## src/rtl/stopwatch_ctrl.sv

```systemverilog
// Stopwatch control sequencer: button conditioning, mode FSM, centisecond
// tick divider and registered counter/display control strobes.
module stopwatch_ctrl #(
   parameter int DEBOUNCE_CYCLES = 500000,
   parameter int TICK_DIV        = 500000
) (
   input  logic       mclk,
   input  logic       clear,
   input  logic       btn_ss,
   input  logic       btn_lap,
   output logic       cnt_en,
   output logic       cnt_clr,
   output logic       disp_hold,
   output logic [1:0] state
);

   localparam int DW = $clog2(DEBOUNCE_CYCLES + 1);
   localparam int TW = $clog2(TICK_DIV);
   localparam logic [DW-1:0] DB_LAST   = DW'(DEBOUNCE_CYCLES - 1);
   localparam logic [TW-1:0] TICK_LAST = TW'(TICK_DIV - 1);

   typedef enum logic [1:0] {
      IDLE  = 2'd0,
      RUN   = 2'd1,
      PAUSE = 2'd2,
      LAP   = 2'd3
   } mode_t;

   // Bit 0 is the start/stop button, bit 1 the lap/reset button.
   logic [1:0]    meta, sync, lvl, lvl_d, ev;
   logic [DW-1:0] db_cnt [2];

   mode_t         st_q, st_n;
   logic          clr_n, clr_q;
   logic          run_q, run_n, tick;
   logic [TW-1:0] div;

   always_ff @(posedge mclk) begin
      if (!clear) begin
         meta  <= '0;
         sync  <= '0;
         lvl   <= '0;
         lvl_d <= '0;
         ev    <= '0;
         // NOTE: db_cnt is an array of plain flops, not a RAM, so it is reset like any other register.
         for (int i = 0; i < 2; i++) db_cnt[i] <= '0;
      end else begin
         meta  <= {btn_lap, btn_ss};
         sync  <= meta;
         lvl_d <= lvl;
         ev    <= lvl_d & ~lvl;
         for (int i = 0; i < 2; i++) begin
            if (sync[i] == lvl[i]) begin
               db_cnt[i] <= '0;
            end else if (db_cnt[i] == DB_LAST) begin
               lvl[i]    <= ~lvl[i];
               db_cnt[i] <= '0;
            end else begin
               db_cnt[i] <= db_cnt[i] + 1'b1;
            end
         end
      end
   end

   // ev[0] is tested first, so start/stop wins over a simultaneous lap event.
   always_comb begin
      // NOTE: every output of this block gets a default first, so no path can infer a latch.
      st_n  = st_q;
      clr_n = 1'b0;
      case (st_q)
         IDLE: begin
            if (ev[0])      st_n  = RUN;
            else if (ev[1]) clr_n = 1'b1;
         end
         RUN: begin
            if (ev[0])      st_n = PAUSE;
            else if (ev[1]) st_n = LAP;
         end
         LAP: begin
            if (ev[0])      st_n = PAUSE;
            else if (ev[1]) st_n = RUN;
         end
         PAUSE: begin
            if (ev[0]) begin
               st_n = RUN;
            end else if (ev[1]) begin
               st_n  = IDLE;
               clr_n = 1'b1;
            end
         end
         default: st_n = IDLE;
      endcase
   end

   assign run_q = (st_q == RUN) || (st_q == LAP);
   assign run_n = (st_n == RUN) || (st_n == LAP);
   // A tick due on the edge that leaves RUN/LAP is held back and issued on resume.
   assign tick  = run_q && run_n && (div == TICK_LAST);

   always_ff @(posedge mclk) begin
      if (!clear) begin
         st_q      <= IDLE;
         clr_q     <= 1'b0;
         div       <= '0;
         cnt_en    <= 1'b0;
         disp_hold <= 1'b0;
         cnt_clr   <= 1'b1;
      end else begin
         // NOTE: non-blocking assignments let every register see the pre-edge values of the others.
         st_q      <= st_n;
         clr_q     <= clr_n;
         cnt_clr   <= clr_q;
         disp_hold <= (st_q == LAP);
         cnt_en    <= tick;
         if (st_q == IDLE) begin
            div <= '0;
         end else if (run_q) begin
            if (div != TICK_LAST) div <= div + 1'b1;
            else if (run_n)       div <= '0;
         end
      end
   end

   assign state = st_q;

endmodule
```

## config.mk

```make
export PLATFORM = sky130hd
export DESIGN_NAME = stopwatch_ctrl
export DESIGN_NICKNAME = d
export VERILOG_FILES = /design/src/rtl/stopwatch_ctrl.sv
export SDC_FILE = /design/constraint.sdc
export NUM_CORES = 1
export LEC_CHECK = 0
export BUFFER_PORTS_ARGS = -buffer_cell sky130_fd_sc_hd__buf_4
export CELL_PAD_IN_SITES_DETAIL_PLACEMENT = 0
export CELL_PAD_IN_SITES_GLOBAL_PLACEMENT = 1
export CORE_MARGIN = 5
export CORE_UTILIZATION = 49
export DETAILED_ROUTE_END_ITERATION = 10
export PLACE_DENSITY = 0.85
export SYNTH_ARGS = -nofsm -noshare
export SYNTH_HDL_FRONTEND = slang
export SYNTH_SLANG_ARGS = --single-unit
```

## constraint.sdc

```tcl
create_clock -name mclk -period 2.45 [get_ports mclk]
set_input_delay 0.245 -clock mclk [delete_from_list [all_inputs] [get_ports mclk]]
set_output_delay 0.245 -clock mclk [all_outputs]
set_load 0.01 [all_outputs]
```

* Word-level counts from Yosys, hierarchy flattened
Memories as Yosys holds them, arrays and structs flattened.
Index checks and enable logic that the tools add are counted.
** Storage, ports and cells
- Bits in registers :: 35
- Bits in writable memories :: 38
- Input port bits :: 4
- Output and inout port bits :: 5
- Memories :: 1
** Operators by class
- Add/sub/neg operators :: 3
- Equal/unequal tests :: 11
- Muxes and demuxes :: 40
- Bitwise logic cells :: 14
- Reductions and logical operators :: 12
** Memory list
- db_cnt :: depth 2, width 19, rd ports 2, clocked after memory_dff 0, write ports 2, RTL line 31 : logic [DW-1:0] db_cnt [2];
** Operators by type and width (number)
- 19-bit 2-to-1 mux :: 8
- 19-bit by 1-bit adder with 19-bit output (second input constant) :: 3
- 19-bit == test (second input constant) :: 3
- 1-bit 2-to-1 mux :: 24
- 19-bit != test (second input constant) :: 1
- 2-bit 2-to-1 mux :: 7
- 2-bit case mux with 4 select lines :: 1
- 2-bit == test (second input constant) :: 3
- 1-bit NOT :: 6
- 1-bit bitwise OR :: 6
- 2-bit AND reduction :: 3
- 2-bit by 1-bit == test with 1-bit output (second input constant) :: 2
- 2-bit OR reduction :: 2
- 3-bit OR reduction :: 1
- 2-bit bitwise AND :: 1
- 1-bit == test :: 2
- 1-bit logical AND :: 2
- 2-bit logical NOT :: 1
- 1-bit logical OR :: 2
- 2-bit NOT :: 1
- 2-bit nonzero test :: 1

* Longest topological paths before layout
- Word-level depth :: 7
- Depth in mapped cells :: 8
- Gate-level depth less buffers :: 6

* Worst setup path after synthesis
OpenSTA, ideal clock, no wires.
- Kind :: register to register
- From :: mem db_cnt[1][14] (netlist bit)
- To :: mem db_cnt[1][11] (netlist bit), data pin
- Setup time :: 0.254 ns
- Arrival time :: 1.663 ns
- Path slack :: 0.533 ns
- Cell stages (with the launch flop) :: 7
- Cells stage by stage :: edfxtp_1 or4b_1 nor4_2 or2_1 buf_6 buf_12 nor2_1
** RTL lines (RTL line)
- start, declared :: 31

==> metrics.csv <==
metric;value;unit
synth_top_family_by_area;simple AND/OR/NAND/NOR gates;
layout-drive-gt1-share;7.69;%
max_cap_viol_count;0;
synth_cells;349;
synthMuxAreaShare;0.866;%
dpl_cell_area;3740;um2
multi_input_area;1670;um2
synth-main-ff-cell;edfxtp_1;
dr.first_iter.drc_count;98;
clock_sink_count;73;
setup_viol;0;
wl_per_cell;12.1;um
fin_setup_tns;0;ps
die_area;8860;um2
synthSimpleGateAreaFrac;26.7;%
htreeDepth;3;
dr.pass1.iters;5;
synth-compound-area-share;2.74;%
drt-total-wl;6020;um
rows;30;
yosys.cell_types.count;38;
cts.clk_slew.worst_paths;80;ps
synth.avg_cell_area;9.94;um2
synth_area;3470;um2
ys_seq_area_share;53.1;%
ctsResizeCount;0;
grt_pass1_wl;10600;um
synth_warnings;0;
seq_area;1840;um2
ir_drop;0.312;mV
crit_required;2540;ps
antenna_found_initial;0;
fin_crit;2000;ps
crit_path_cell_trace;inv_1 > or4b_1 > nor4_2 > or2_1 > buf_4 > a21oi_1;
route.detailed.drc;0;
cts_buffers;9;
vias;2451;
grtUsageTotal;15.1;%
viasPerCell;4.91;
dp_hpwl;4260;um
cts_hold_buf;0;
antenna_cells;0;
async_flop_share;0;%
area_growth;14.5;%
ant_nets;0;
powerDensity;623;nW/um2
fin_crit_sh;81.7;%
synth_xor_area_share;12.6;%
slowest_stage;or4b_1;
clock_path_buffers;2;
overflow;0;
end_kind;flop;
final_area;3970;um2
grt_start_max_net_pins;20;
synth_adder_area_share;1.08;%
hold_class;in -> reg;
start_util;50.8;%
fill_cells;643;
synth_seq_cells;73;
report.final.hold_viol_count;0;
final_nets;405;
core_area;6830;um2
path_max_fanout;10;
cts_setup_buffers;0;
ioPinCount;9;
gp_congestion;0.822;
portBuffers;8;
skew;10.5;ps
critPathLaunchType;flop;
cts_tree;done;
clk_latency;340;ps
grt_pass1_vias;2344;
post-route-util;58.1;%
root_buffer;clkbuf_8;
worst_path_largest_cell_delay;520;ps
maxSlewHeadroom;64.5;%
slew_violations;0;
p_leak;1.34;nW
die_w;94.1;um
crit_arrival;2090;ps
synth_edf_count;38;
rsz0062_at_grt;no;
tightest_slew;531;ps
status;complete, no violations;
die_h;94.1;um
worst-setup-path-type;reg -> reg;
fmax;0.500;GHz
report.power.total;0.00247;W
==> flip-flops by register name (all words and copies together), names as in the netlist <==
register and count:
lvl_d 2, sync 2, div 19, clr_q 1, cnt_clr 1, meta 2, db_cnt 38, ev 2
lvl 2, state 2, disp_hold 1, cnt_en 1
==> synthesized netlist by cell type (2+ instances only) <==
| library cell | count | area share (%) |
|---|---|---|
| a31oi_1 | 2 | 0.36 |
| and3_1 | 4 | 0.72 |
| nand2_1 | 26 | 2.8 |
| ha_1 | 3 | 1.1 |
| buf_2 | 2 | 0.29 |
| buf_6 | 2 | 0.65 |
| mux2i_1 | 3 | 0.87 |
| o21ai_0 | 5 | 0.72 |
| edfxtp_1 | 38 | 33 |
| nor2_1 | 74 | 8.0 |
| and2_1 | 7 | 1.3 |
| nor3b_1 | 2 | 0.43 |
| and4_1 | 6 | 1.5 |
| xor2_1 | 29 | 7.3 |
| nor3_1 | 8 | 1.2 |
| inv_1 | 6 | 0.65 |
| a21oi_1 | 6 | 0.87 |
| clkbuf_1 | 6 | 0.65 |
| xnor2_1 | 21 | 5.3 |
| nor4b_1 | 7 | 1.8 |
| dfxtp_1 | 35 | 20 |
| nand4_1 | 13 | 2.3 |
| nand3_1 | 25 | 3.6 |
| or3_1 | 5 | 0.90 |
==> cell families (layout without fill, tap and decap cells) <==
kind of cell | Yosys count | after routing
and+or+nand+nor | 186 | 186
xor gates and xnor gates | 50 | 50
buffers and inverters | 17 | 34
DFF | 73 | 73
adders and majority gates | 3 | 3
AOI/OAI and AO/OA | 16 | 16
muxes | 3 | 3
other | 1 | 38
==> area by class of cell <==
cell class              instances  share of cell area [%]
clock buffers                  10                    3.47
clock inverters                 6                    2.30
inverters                       6                   0.567
multi-input cells             296                    42.0
flip-flops and latches         73                    46.4
well taps                      96                    3.02
repair buffers                 12                    2.27
==> metrics by stage <==
step                worst slack, ps  instances  hold slack, ps
floorplan                       533        386             372
CTS                             426        499             109
detailed placement              455        483             396
global route                    302        499             115
global placement                515        483             394
finish                          449        499             118
==> routing by layer <==
layer	track usage (%)	wire (um)
met4	7.22	91
met3	2.72	196
met5	0	0
met1	20.5	3010
met2	23.4	2730
==> worst max-delay path, delay by kind of cell, from the launching register on <==
kind,cells,cell delay [ps]
and+or+nand+nor,3,1070
AOI/OAI and AO/OA,1,50
buffers and inverters,2,240
DFF,1,380
==> final timing paths <==
| path | start | cells after the start | slack [ps] | end |
|---|---|---|---|---|
| hold reg to reg | clr_q$_SDFF_PP0_ | 1 | 410 | cnt_clr$_SDFF_PN1_ |
| setup / recovery | db_cnt[1][4]$_SDFFCE_PN0P_ | 6 | 450 | db_cnt[1][18]$_SDFFCE_PN0P_ |
| setup reg to reg | db_cnt[1][4]$_SDFFCE_PN0P_ | 6 | 450 | db_cnt[1][18]$_SDFFCE_PN0P_ |
| hold / removal | btn_ss | 2 | 120 | meta[0]$_SDFF_PN0_ |
==> report_power, final <==
group / total (W) / switching [W] / internal, W
registers: 0.00135 / 0.0000310 / 0.00131
logic: 0.0000652 / 0.0000367 / 0.0000284
clock network: 0.00106 / 0.000461 / 0.000603
total: 0.00247 / 0.000528 / 0.00195
==> layout by cell type, fill, tap and decap left out, types with 2 or more instances in the layout <==
| cell | Yosys | layout |
|---|---|---|
| xor2_1 | 29 | 29 |
| mux2i_1 | 3 | 3 |
| edfxtp_1 | 38 | 38 |
| nor2_1 | 74 | 74 |
| inv_1 | 6 | 6 |
| bufinv_16 | 0 | 2 |
| nand3_1 | 25 | 25 |
| and3_1 | 4 | 4 |
| conb_1 | 1 | 38 |
| ha_1 | 3 | 3 |
| nand2_1 | 26 | 26 |
| clkinvlp_4 | 0 | 3 |
| and4_1 | 6 | 6 |
| a21oi_1 | 6 | 6 |
| or3_1 | 5 | 5 |
| buf_4 | 0 | 12 |
| xnor2_1 | 21 | 21 |
| nand4_1 | 13 | 13 |
| nor3_1 | 8 | 8 |
| dfxtp_1 | 35 | 35 |
| and2_1 | 7 | 7 |
| clkbuf_8 | 0 | 10 |
| a31oi_1 | 2 | 2 |
| nor4b_1 | 7 | 7 |
| o21ai_0 | 5 | 5 |
| nor3b_1 | 2 | 2 |
No activity file was read; power rests on OpenSTA's default activity.
